$ cat src/rtl/uvma_cvmcu_io_pad_chkr_if.sv
// rtl/uvma_cvmcu_io_pad_chkr_if.sv - pad bank signals watched by the IO pad checker
interface uvma_cvmcu_io_pad_chkr_if #(
  parameter int NUM_IO = 48
) ();
  logic [NUM_IO-1:0] io_out;
  logic [NUM_IO-1:0] io_oe;
  logic [NUM_IO-1:0] io_in;

  modport master (output io_out, output io_oe, output io_in);
  modport slave  (input  io_out, input  io_oe, input  io_in);
endinterface

$ cat src/rtl/uvma_cvmcu_io_pad_chkr.sv
// rtl/uvma_cvmcu_io_pad_chkr.sv - IO pad glitch/contention checker; UVMA_CVMCU_IO_PAD_CHKR_ASSERT_EN adds assertions and covers
module uvma_cvmcu_io_pad_chkr #(
  parameter int NUM_IO         = 48,
  parameter int SETTLE_CYCLES  = 2,
  parameter int CONTEND_CYCLES = 3,
  parameter int CNT_W          = 16
) (
  input  logic                                        clk,
  input  logic                                        reset,
  input  logic                                        chk_en,
  input  logic                                        viol_clr,
  uvma_cvmcu_io_pad_chkr_if.slave                     pad,
  output logic                                        viol_pulse,
  output logic [NUM_IO-1:0]                           viol_sticky,
  output logic [CNT_W-1:0]                            viol_cnt,
  output logic                                        first_vld,
  output logic [((NUM_IO > 1) ? $clog2(NUM_IO) : 1)-1:0] first_idx,
  output logic [1:0]                                  first_type
);

  localparam int IDX_W = (NUM_IO > 1) ? $clog2(NUM_IO) : 1;
  localparam int PC_W  = $clog2(NUM_IO + 1);
  localparam int SUM_W = CNT_W + PC_W;
  localparam logic [3:0] SETTLE_M1  = 4'(SETTLE_CYCLES - 1);
  localparam logic [3:0] CONTEND_M1 = 4'(CONTEND_CYCLES - 1);
  localparam logic [3:0] CONTEND_SAT = 4'(CONTEND_CYCLES);
  localparam logic [CNT_W-1:0] CNT_MAX = '1;

  typedef enum logic [1:0] {ST_OFF = 2'd0, ST_SETTLE = 2'd1, ST_DRIVE = 2'd2} state_t;

  state_t            state_q  [NUM_IO];
  state_t            state_d  [NUM_IO];
  logic [3:0]        settle_q [NUM_IO];
  logic [3:0]        settle_d [NUM_IO];
  logic [3:0]        mis_q    [NUM_IO];
  logic [3:0]        mis_d    [NUM_IO];
  logic [NUM_IO-1:0] prev_out;
  logic [NUM_IO-1:0] mism;
  logic [NUM_IO-1:0] glitch;
  logic [NUM_IO-1:0] contend;
  logic [NUM_IO-1:0] viol_any;

  assign mism     = pad.io_in ^ pad.io_out;
  assign viol_any = glitch | contend;

  always_ff @(posedge clk) begin
    if (reset) begin
      for (int i = 0; i < NUM_IO; i++) begin
        state_q[i]  <= ST_OFF;
        settle_q[i] <= '0;
        mis_q[i]    <= '0;
      end
      prev_out <= '0;
    end else begin
      for (int i = 0; i < NUM_IO; i++) begin
        state_q[i]  <= state_d[i];
        settle_q[i] <= settle_d[i];
        mis_q[i]    <= mis_d[i];
      end
      prev_out <= pad.io_out;
    end
  end

  // Mismatch count saturates one past the trigger value so a long episode fires only once.
  always_comb begin
    for (int i = 0; i < NUM_IO; i++) begin
      state_d[i]  = state_q[i];
      settle_d[i] = settle_q[i];
      mis_d[i]    = mis_q[i];
      if (!chk_en || !pad.io_oe[i]) begin
        state_d[i]  = ST_OFF;
        settle_d[i] = '0;
        mis_d[i]    = '0;
      end else begin
        case (state_q[i])
          ST_OFF: begin
            state_d[i]  = ST_SETTLE;
            settle_d[i] = SETTLE_M1;
            mis_d[i]    = '0;
          end
          ST_SETTLE: begin
            if (settle_q[i] == 4'd0) begin
              state_d[i] = ST_DRIVE;
              mis_d[i]   = '0;
            end else begin
              settle_d[i] = settle_q[i] - 4'd1;
            end
          end
          ST_DRIVE: begin
            if (!mism[i])                      mis_d[i] = '0;
            else if (mis_q[i] != CONTEND_SAT)  mis_d[i] = mis_q[i] + 4'd1;
          end
          default: begin
            state_d[i]  = ST_OFF;
            settle_d[i] = '0;
            mis_d[i]    = '0;
          end
        endcase
      end
    end
  end

  always_comb begin
    glitch  = '0;
    contend = '0;
    for (int i = 0; i < NUM_IO; i++) begin
      glitch[i]  = chk_en && pad.io_oe[i] && (state_q[i] == ST_SETTLE) &&
                   (pad.io_out[i] != prev_out[i]);
      contend[i] = chk_en && pad.io_oe[i] && (state_q[i] == ST_DRIVE) &&
                   mism[i] && (mis_q[i] == CONTEND_M1);
    end
  end

  logic [PC_W-1:0]  pop;
  logic [CNT_W-1:0] cnt_base;
  logic [SUM_W-1:0] sum;
  logic [CNT_W-1:0] cnt_d;
  logic [IDX_W-1:0] idx_d;
  logic [1:0]       type_d;

  // Clear is applied before this cycle's violations are folded in.
  always_comb begin
    pop = '0;
    for (int i = 0; i < NUM_IO; i++) pop = pop + PC_W'(viol_any[i]);
    cnt_base = viol_clr ? '0 : viol_cnt;
    sum      = SUM_W'(cnt_base) + SUM_W'(pop);
    cnt_d    = (|sum[SUM_W-1:CNT_W]) ? CNT_MAX : sum[CNT_W-1:0];
    idx_d    = '0;
    type_d   = '0;
    for (int i = NUM_IO - 1; i >= 0; i--) begin
      if (viol_any[i]) begin
        idx_d  = IDX_W'(i);
        type_d = {contend[i], glitch[i]};
      end
    end
  end

  always_ff @(posedge clk) begin
    if (reset) begin
      viol_pulse  <= 1'b0;
      viol_sticky <= '0;
      viol_cnt    <= '0;
      first_vld   <= 1'b0;
      first_idx   <= '0;
      first_type  <= '0;
    end else begin
      viol_pulse  <= |viol_any;
      viol_sticky <= (viol_clr ? '0 : viol_sticky) | viol_any;
      viol_cnt    <= cnt_d;
      if ((viol_clr || !first_vld) && (|viol_any)) begin
        first_vld  <= 1'b1;
        first_idx  <= idx_d;
        first_type <= type_d;
      end else if (viol_clr) begin
        first_vld  <= 1'b0;
        first_idx  <= '0;
        first_type <= '0;
      end
    end
  end

`ifdef UVMA_CVMCU_IO_PAD_CHKR_ASSERT_EN
  for (genvar g = 0; g < NUM_IO; g++) begin : g_chk
    a_no_viol: assert property (@(posedge clk) disable iff (reset) !viol_any[g])
      else $error("io pad violation ch %0d type %b", g, {contend[g], glitch[g]});
    c_drive: cover property (@(posedge clk) disable iff (reset) state_q[g] == ST_DRIVE);
  end
`endif

endmodule
$ cat src/flat_wrapper.sv
// flat-port wrapper written by rule: the top's interface ports become plain ports
module uvma_cvmcu_io_pad_chkr_flat 
#(
  parameter int NUM_IO         = 48,
  parameter int SETTLE_CYCLES  = 2,
  parameter int CONTEND_CYCLES = 3,
  parameter int CNT_W          = 16
)
  (clk, reset, chk_en, viol_clr, viol_pulse, viol_sticky, viol_cnt, first_vld, first_idx, first_type, pad_io_out, pad_io_oe, pad_io_in);
  uvma_cvmcu_io_pad_chkr_if #(.NUM_IO(NUM_IO)) pad_i ();
  input  logic clk;
  input  logic reset;
  input  logic chk_en;
  input  logic viol_clr;
  output logic viol_pulse;
  output logic [NUM_IO-1:0] viol_sticky;
  output logic [CNT_W-1:0] viol_cnt;
  output logic first_vld;
  output logic [((NUM_IO > 1) ? $clog2(NUM_IO) : 1)-1:0] first_idx;
  output logic [1:0] first_type;
  input wire logic [$bits(pad_i.io_out)-1:0] pad_io_out;
  input wire logic [$bits(pad_i.io_oe)-1:0] pad_io_oe;
  input wire logic [$bits(pad_i.io_in)-1:0] pad_io_in;
  assign pad_i.io_out = pad_io_out;
  assign pad_i.io_oe = pad_io_oe;
  assign pad_i.io_in = pad_io_in;
  uvma_cvmcu_io_pad_chkr #(.NUM_IO(NUM_IO), .SETTLE_CYCLES(SETTLE_CYCLES), .CONTEND_CYCLES(CONTEND_CYCLES), .CNT_W(CNT_W)) u_core (.clk(clk), .reset(reset), .chk_en(chk_en), .viol_clr(viol_clr), .pad(pad_i), .viol_pulse(viol_pulse), .viol_sticky(viol_sticky), .viol_cnt(viol_cnt), .first_vld(first_vld), .first_idx(first_idx), .first_type(first_type));
endmodule
$ cat config.mk
export PLATFORM = sky130hd
export DESIGN_NAME = uvma_cvmcu_io_pad_chkr_flat
export DESIGN_NICKNAME = d
export VERILOG_FILES = /design/src/rtl/uvma_cvmcu_io_pad_chkr_if.sv /design/src/rtl/uvma_cvmcu_io_pad_chkr.sv /design/src/flat_wrapper.sv
export SDC_FILE = /design/constraint.sdc
export NUM_CORES = 2
export LEC_CHECK = 0
export BUFFER_PORTS_ARGS = -buffer_cell sky130_fd_sc_hd__buf_2
export CAP_MARGIN = 15
export CORE_MARGIN = 1.5
export CORE_UTILIZATION = 40
export DETAILED_ROUTE_END_ITERATION = 16
export SLEW_MARGIN = 25
export SYNTH_ARGS = -nofsm -noshare
export SYNTH_HDL_FRONTEND = slang
export SYNTH_SLANG_ARGS = --single-unit
$ cat constraint.sdc
create_clock -name clk -period 9.7 [get_ports clk]
set_input_delay 2.425 -clock clk [delete_from_list [all_inputs] [get_ports clk]]
set_output_delay 2.425 -clock clk [all_outputs]
set_load 0.02 [all_outputs]
# Yosys cells after proc, flatten, opt, wreduce, memory -nomap -nowiden
# Memories as Yosys holds them, arrays and structs flattened.
# Cells that the tools add are included.
# word_totals
register_bits	122
ram_bits	480
in_bits	148
out_inout_bits	74
word_cells	1808
mem_count	3
# op_classes
addsub	144
eq_ne	240
mux	780
n_bitwise	147
reduce_logical	487
# mem_list
name	words	width	rd	rd_ports_with_merged_regs	wr	line_no	rtl
u_core.mis_q	48	4	48	0	48	uvma_cvmcu_io_pad_chkr.sv:35	logic [3:0] mis_q [NUM_IO];
u_core.settle_q	48	4	48	0	48	uvma_cvmcu_io_pad_chkr.sv:33	logic [3:0] settle_q [NUM_IO];
u_core.state_q	48	2	48	0	48	uvma_cvmcu_io_pad_chkr.sv:31	state_t state_q [NUM_IO];
# ops
operator	n
two-way mux 4 bit	384
one-hot mux 4 bit (3 select lines)	48
two-way mux 2 bit	194
one-hot mux 4 bit (2 select lines)	48
two-way mux 6 bit	50
logical AND 1 bit	289
one-hot mux 2 bit (3 select lines)	48
adder 6 x 1 -> 6 bit	46
adder 4 x 1 -> 4 bit (second input constant)	48
== test 4 x 2 -> 1 bit (second input constant)	48
zero test 4 bit	48
!= test 4 x 2 -> 1 bit (second input constant)	48
subtractor 4 x 1 -> 4 bit (second input constant)	48
bitwise OR 1 bit	144
== test 2 x 1 -> 1 bit (second input constant)	48
== test 2 bit (second input constant)	48
zero test 2 bit	48
bitwise OR 48 bit	2
zero test 1 bit	50
logical OR 1 bit	49
two-way mux 48 bit	1
!= test 1 bit	48
OR reduction 48 bit	1
bitwise XOR 48 bit	1
other kinds (6)	11

# Longest topological paths before layout
# An unclocked memory read counts as a cell.
# depth
depth_word	56
depth_mapped	32
mapped_depth_nobuf	29

# Worst setup path before layout
# OpenSTA, ideal clock, no wires.
# synth_path
path_kind	input to register
from	input port chk_en
to	register u_core.viol_cnt[0]
setup_ns	0.070
t_arrival_ns	10.224
required_ns	9.630
slack_ns	-0.594
stages	31
path_buffers	6
path_cell_list	buf_6 > buf_8 > buf_8 > buf_8 > buf_6 > nand3_1 > nor4b_2 > or2_1 > ha_1 > fa_1 > xnor2_1 > ha_1 > fa_1 > fa_1 > fa_1 > fa_1 > fa_1 > inv_1 > fa_1 > fa_1 > inv_1 > a21o_1 > a21oi_1 > xnor2_1 > ha_1 > inv_1 > o21bai_1 > a21o_1 > or4b_2 > clkbuf_1 > a21oi_1
# synth_via
elab_chain_len	55
elab_cells_between_ends	339
# synth_rtl
element	line_no	rtl
start: declaration	flat_wrapper.sv:13	input logic chk_en;
logical AND 1 bit	uvma_cvmcu_io_pad_chkr.sv:107, uvma_cvmcu_io_pad_chkr.sv:109	
logical AND 1 bit (2 in a row)	uvma_cvmcu_io_pad_chkr.sv:109	contend[i] = chk_en && pad.io_oe[i] && (state_q[i] == ST_DRIVE) &&
logical AND 1 bit	uvma_cvmcu_io_pad_chkr.sv:110	mism[i] && (mis_q[i] == CONTEND_M1);
bitwise OR 48 bit (*)	uvma_cvmcu_io_pad_chkr.sv:44	assign viol_any = glitch | contend;
adder 1 x 1 -> 2 bit	uvma_cvmcu_io_pad_chkr.sv:124	for (int i = 0; i < NUM_IO; i++) pop = pop + PC_W'(viol_any[i]);
adder 6 x 1 -> 6 bit (45 in a row)	uvma_cvmcu_io_pad_chkr.sv:124	
adder 6 x 1 -> 6 bit (*)	uvma_cvmcu_io_pad_chkr.sv:124	
adder 16 x 6 -> 17 bit (*)	uvma_cvmcu_io_pad_chkr.sv:126	sum = SUM_W'(cnt_base) + SUM_W'(pop);
OR reduction 6 bit	uvma_cvmcu_io_pad_chkr.sv:127	cnt_d = (|sum[SUM_W-1:CNT_W]) ? CNT_MAX : sum[CNT_W-1:0];
two-way mux 16 bit (*)	uvma_cvmcu_io_pad_chkr.sv:127	
end signal: assignment	uvma_cvmcu_io_pad_chkr.sv:149	viol_cnt <= cnt_d;
end: declaration	uvma_cvmcu_io_pad_chkr.sv:15	output logic [CNT_W-1:0] viol_cnt,
# Every way passes the cells marked *; elsewhere a longest branch is shown, timed or not.
# A chain may end at the register's enable or synchronous reset.

# Worst setup path after layout
# layout_path
from	input port chk_en
to	register u_core.viol_cnt[15]
# Same word-level chain as after synthesis.

==> flow_metrics.py <==
metrics = {
    "floorplanning": {
        "core_area_um2": 80400,
        "num_rows": 104,
        "fp.dieH_um": 288,
        "dieArea_um2": 82900,
        "io_pins": 222,
        "dieWidth_um": 288,
        "start_util_pct": 40.4,
    },
    "global_route": {
        "grt_max_degree": 83,
        "antenna_found_initial": 4,
        "grt_pass1_vias": 25600,
        "gr-usage-all-layers_pct": 21.0,
        "grt-ovfl-total": 0,
        "grt_pass1_wl_um": 138000,
    },
    "clocking": {
        "cts-root-buf": "clkbuf_16",
        "cts_tree": "done",
        "cts_setup_buffers": 0,
        "path_clk_slew_ns": 0.06,
        "cts_max_level": 3,
        "clkLatencyLatePin_ns": 0.61,
        "cts_made_buffers": 70,
        "cts_resized": 0,
        "ctsHoldBuffers": 0,
        "cts_num_sinks": 602,
        "cts_max_path_buffers": 3,
    },
    "finish": {
        "layout_commonest_cell": "dfxtp_1",
        "layout-drive-gt1-share_pct": 13.1,
        "area_delta_synth_final_pct": 17.7,
        "final_cell_mix": "602 x dfxtp_1, 543 x nor2_1, 378 x nand2_1",
        "antenna_cells": 0,
        "nNetsFinal": 4615,
        "final_area_um2": 38200,
        "fin_util_pct": 47.5,
        "stdcell_count": 5329,
    },
    "min_path": {
        "hold_end": "u_core.state_q[0][44]$_SDFFE_PP0P_",
        "hp-class": "reg2reg",
        "whs_path_depth": 1,
        "hp-start": "u_core.state_q[0][45]$_SDFFE_PP0P_",
    },
    "run_status": {
        "outcome": "completed",
    },
    "logic_synthesis": {
        "ys.flop_type": "dfxtp_1",
        "ys_types": 92,
        "yosysWarnings": 0,
        "syn_nets": 4213,
        "ys_async_sr_fraction_pct": 0,
        "synth-edff-count": 0,
        "synth-seq-cells": 602,
        "seq_area_frac_synth_pct": 37.1,
        "avgSynthCellArea_um2": 8.50,
        "netlist_area_um2": 32500,
        "syn_inst": 3819,
    },
    "routing": {
        "vias": 27600,
        "drtIter0Drc": 1496,
        "vias_per_cell": 5.18,
        "drc": 0,
        "ant_nets": 0,
        "routed_wl_um": 88200,
        "dr.pass1.iters": 5,
        "wl_per_cell_um": 16.5,
    },
    "sta": {
        "relSlewSlack_pct": 28.0,
        "tns_ns": 0,
        "setup_viol": 0,
        "fmax_ghz": 0.106,
        "tightest_slew_ns": 1.05,
        "skew_ns": 0.0227,
        "finalCritPeriodShare_pct": 97.0,
        "fin_crit_ns": 9.41,
        "rsz0062_at_grt": "false",
        "slew_viol_final": 0,
        "final_hold_viol_count": 0,
    },
    "power": {
        "max-vdd-ir-drop_mv": 0.140,
        "cellLeakagePower_nw": 15.6,
        "power_density_nw_per_um2": 149,
    },
    "setup_path": {
        "cp.required_ns": 10.18,
        "reg2reg_slack_ns": 1.87,
        "arrival_ns": 9.89,
        "end_kind": "register",
        "crit_fanout": 13,
        "critPathKind": "in2reg",
        "start_kind": "input port",
        "r2r-start": "u_core.mis_q[0][128]$_SDFFE_PP0P_",
        "reg2reg_to": "u_core.viol_cnt[15]$_SDFF_PP0_",
        "rr_worst_depth": 26,
    },
    "run": {
        "drv_cap": 0,
    },
    "placed_design": {
        "dp.cells": 5209,
        "gp_congestion": 0.896,
        "place_area_um2": 35900,
        "dpl.hpwl_um": 67800,
        "io_buffers": 221,
    },
}
==> cell type report <==
type	count	area [µm²]
inverter	204	766
multi-input combinational	2962	19400
clock inverter	21	259
clock buffer	99	2060
timing repair buffer	381	2340
tap	1060	1330
sequential	602	12100
fill	7818	42200
==> per-stage QoR <==
step / total power, W / setup slack [ns] / hold WS (ns)
after global placement: 0.00307 / -0.347 / 0.431
after detailed placement: 0.00308 / -0.472 / 0.428
after CTS: 0.00579 / 0.180 / 0.440
after floorplan: 0.00288 / -0.0799 / 0.412
after global routing: 0.00593 / 0.0232 / 0.470
final: 0.00572 / 0.290 / 0.440
==> synth_stat cells (56+ instances only) <==
library cell	count	area share, %
dfxtp_1	602	37
nor2_1	543	6.3
nand2_1	378	4.4
a21oi_1	239	3.7
ha_1	207	8.0
inv_1	202	2.3
nor2b_1	175	3.4
xor2_1	159	4.3
xnor2_1	121	3.3
nor3_1	101	1.6
a211oi_1	97	2.2
nand4_1	78	1.5
nand3_1	66	1.0
o21ai_0	64	0.99
nand2b_1	56	1.1
==> cells by family (layout without fill, tap and decap cells) <==
group	count (synthesis)	after routing	synth area share (%)
buffers and inverters	255	705	3.21
DFF	602	602	37.1
muxes	36	36	1.11
xor gates and xnor gates	280	280	7.55
AOI/OAI and AO/OA	697	697	14.2
and+or+nand+nor	1703	1703	26.4
adders and majority gates	246	246	10.4
==> state kept, by name (all words and copies together) (netlist names) <==
| name | flops |
|---|---|
| u_core.mis_q | 192 |
| u_core.settle_q | 192 |
| u_core.state_q | 96 |
| u_core.prev_out | 48 |
| u_core.viol_sticky | 48 |
| u_core.viol_cnt | 16 |
| u_core.first_idx | 6 |
| u_core.first_type | 2 |
| u_core.first_vld | 1 |
| u_core.viol_pulse | 1 |
==> report_power, final <==
group,internal [W],switching [W],leakage [nW]
Sequential,0.00251,0.0000427,4.88
Clock,0.00163,0.00106,1.16
Combinational,0.000184,0.000281,9.59
==> critical path: stages <==
cell	delay [ns]
buf_6	0.24
nand3_1	0.12
or4b_1	0.50
and2_1	0.19
inv_1	0.09
fa_1	0.47
fa_1	0.52
fa_1	0.63
fa_1	0.47
fa_1	0.58
fa_1	0.44
fa_1	0.49
inv_1	0.05
fa_2	0.37
fa_2	0.55
inv_2	0.05
ha_1	0.26
a21o_1	0.12
a21oi_2	0.06
o21bai_1	0.16
a21o_1	0.16
a21oi_2	0.06
or4_1	0.54
o31ai_1	0.25
a21oi_1	0.06
==> worst max path at each step <==
stage,start,to,slack [ns],depth (start not counted)
4_1_cts,chk_en,u_core.viol_cnt[15]$_SDFF_PP0_,0.18,25
6_report,chk_en,u_core.viol_cnt[15]$_SDFF_PP0_,0.29,25
3_3_place_gp,chk_en,u_core.viol_cnt[15]$_SDFF_PP0_,-0.35,25
5_1_grt,chk_en,u_core.viol_cnt[10]$_SDFF_PP0_,0.02,26
3_5_place_dp,chk_en,u_core.viol_cnt[15]$_SDFF_PP0_,-0.47,25
2_1_floorplan,chk_en,u_core.viol_cnt[15]$_SDFF_PP0_,-0.08,30
==> per-layer routing <==
layer  global-route usage, %  wire, µm  part of all wire (%)
met5                       0        44                 0.050
met2                    34.7     40500                    46
met1                    27.3     39900                    45
met3                    4.60      5380                   6.1
met4                    6.03      2370                   2.7
Note: power is estimated with default switching activity, not from simulation.
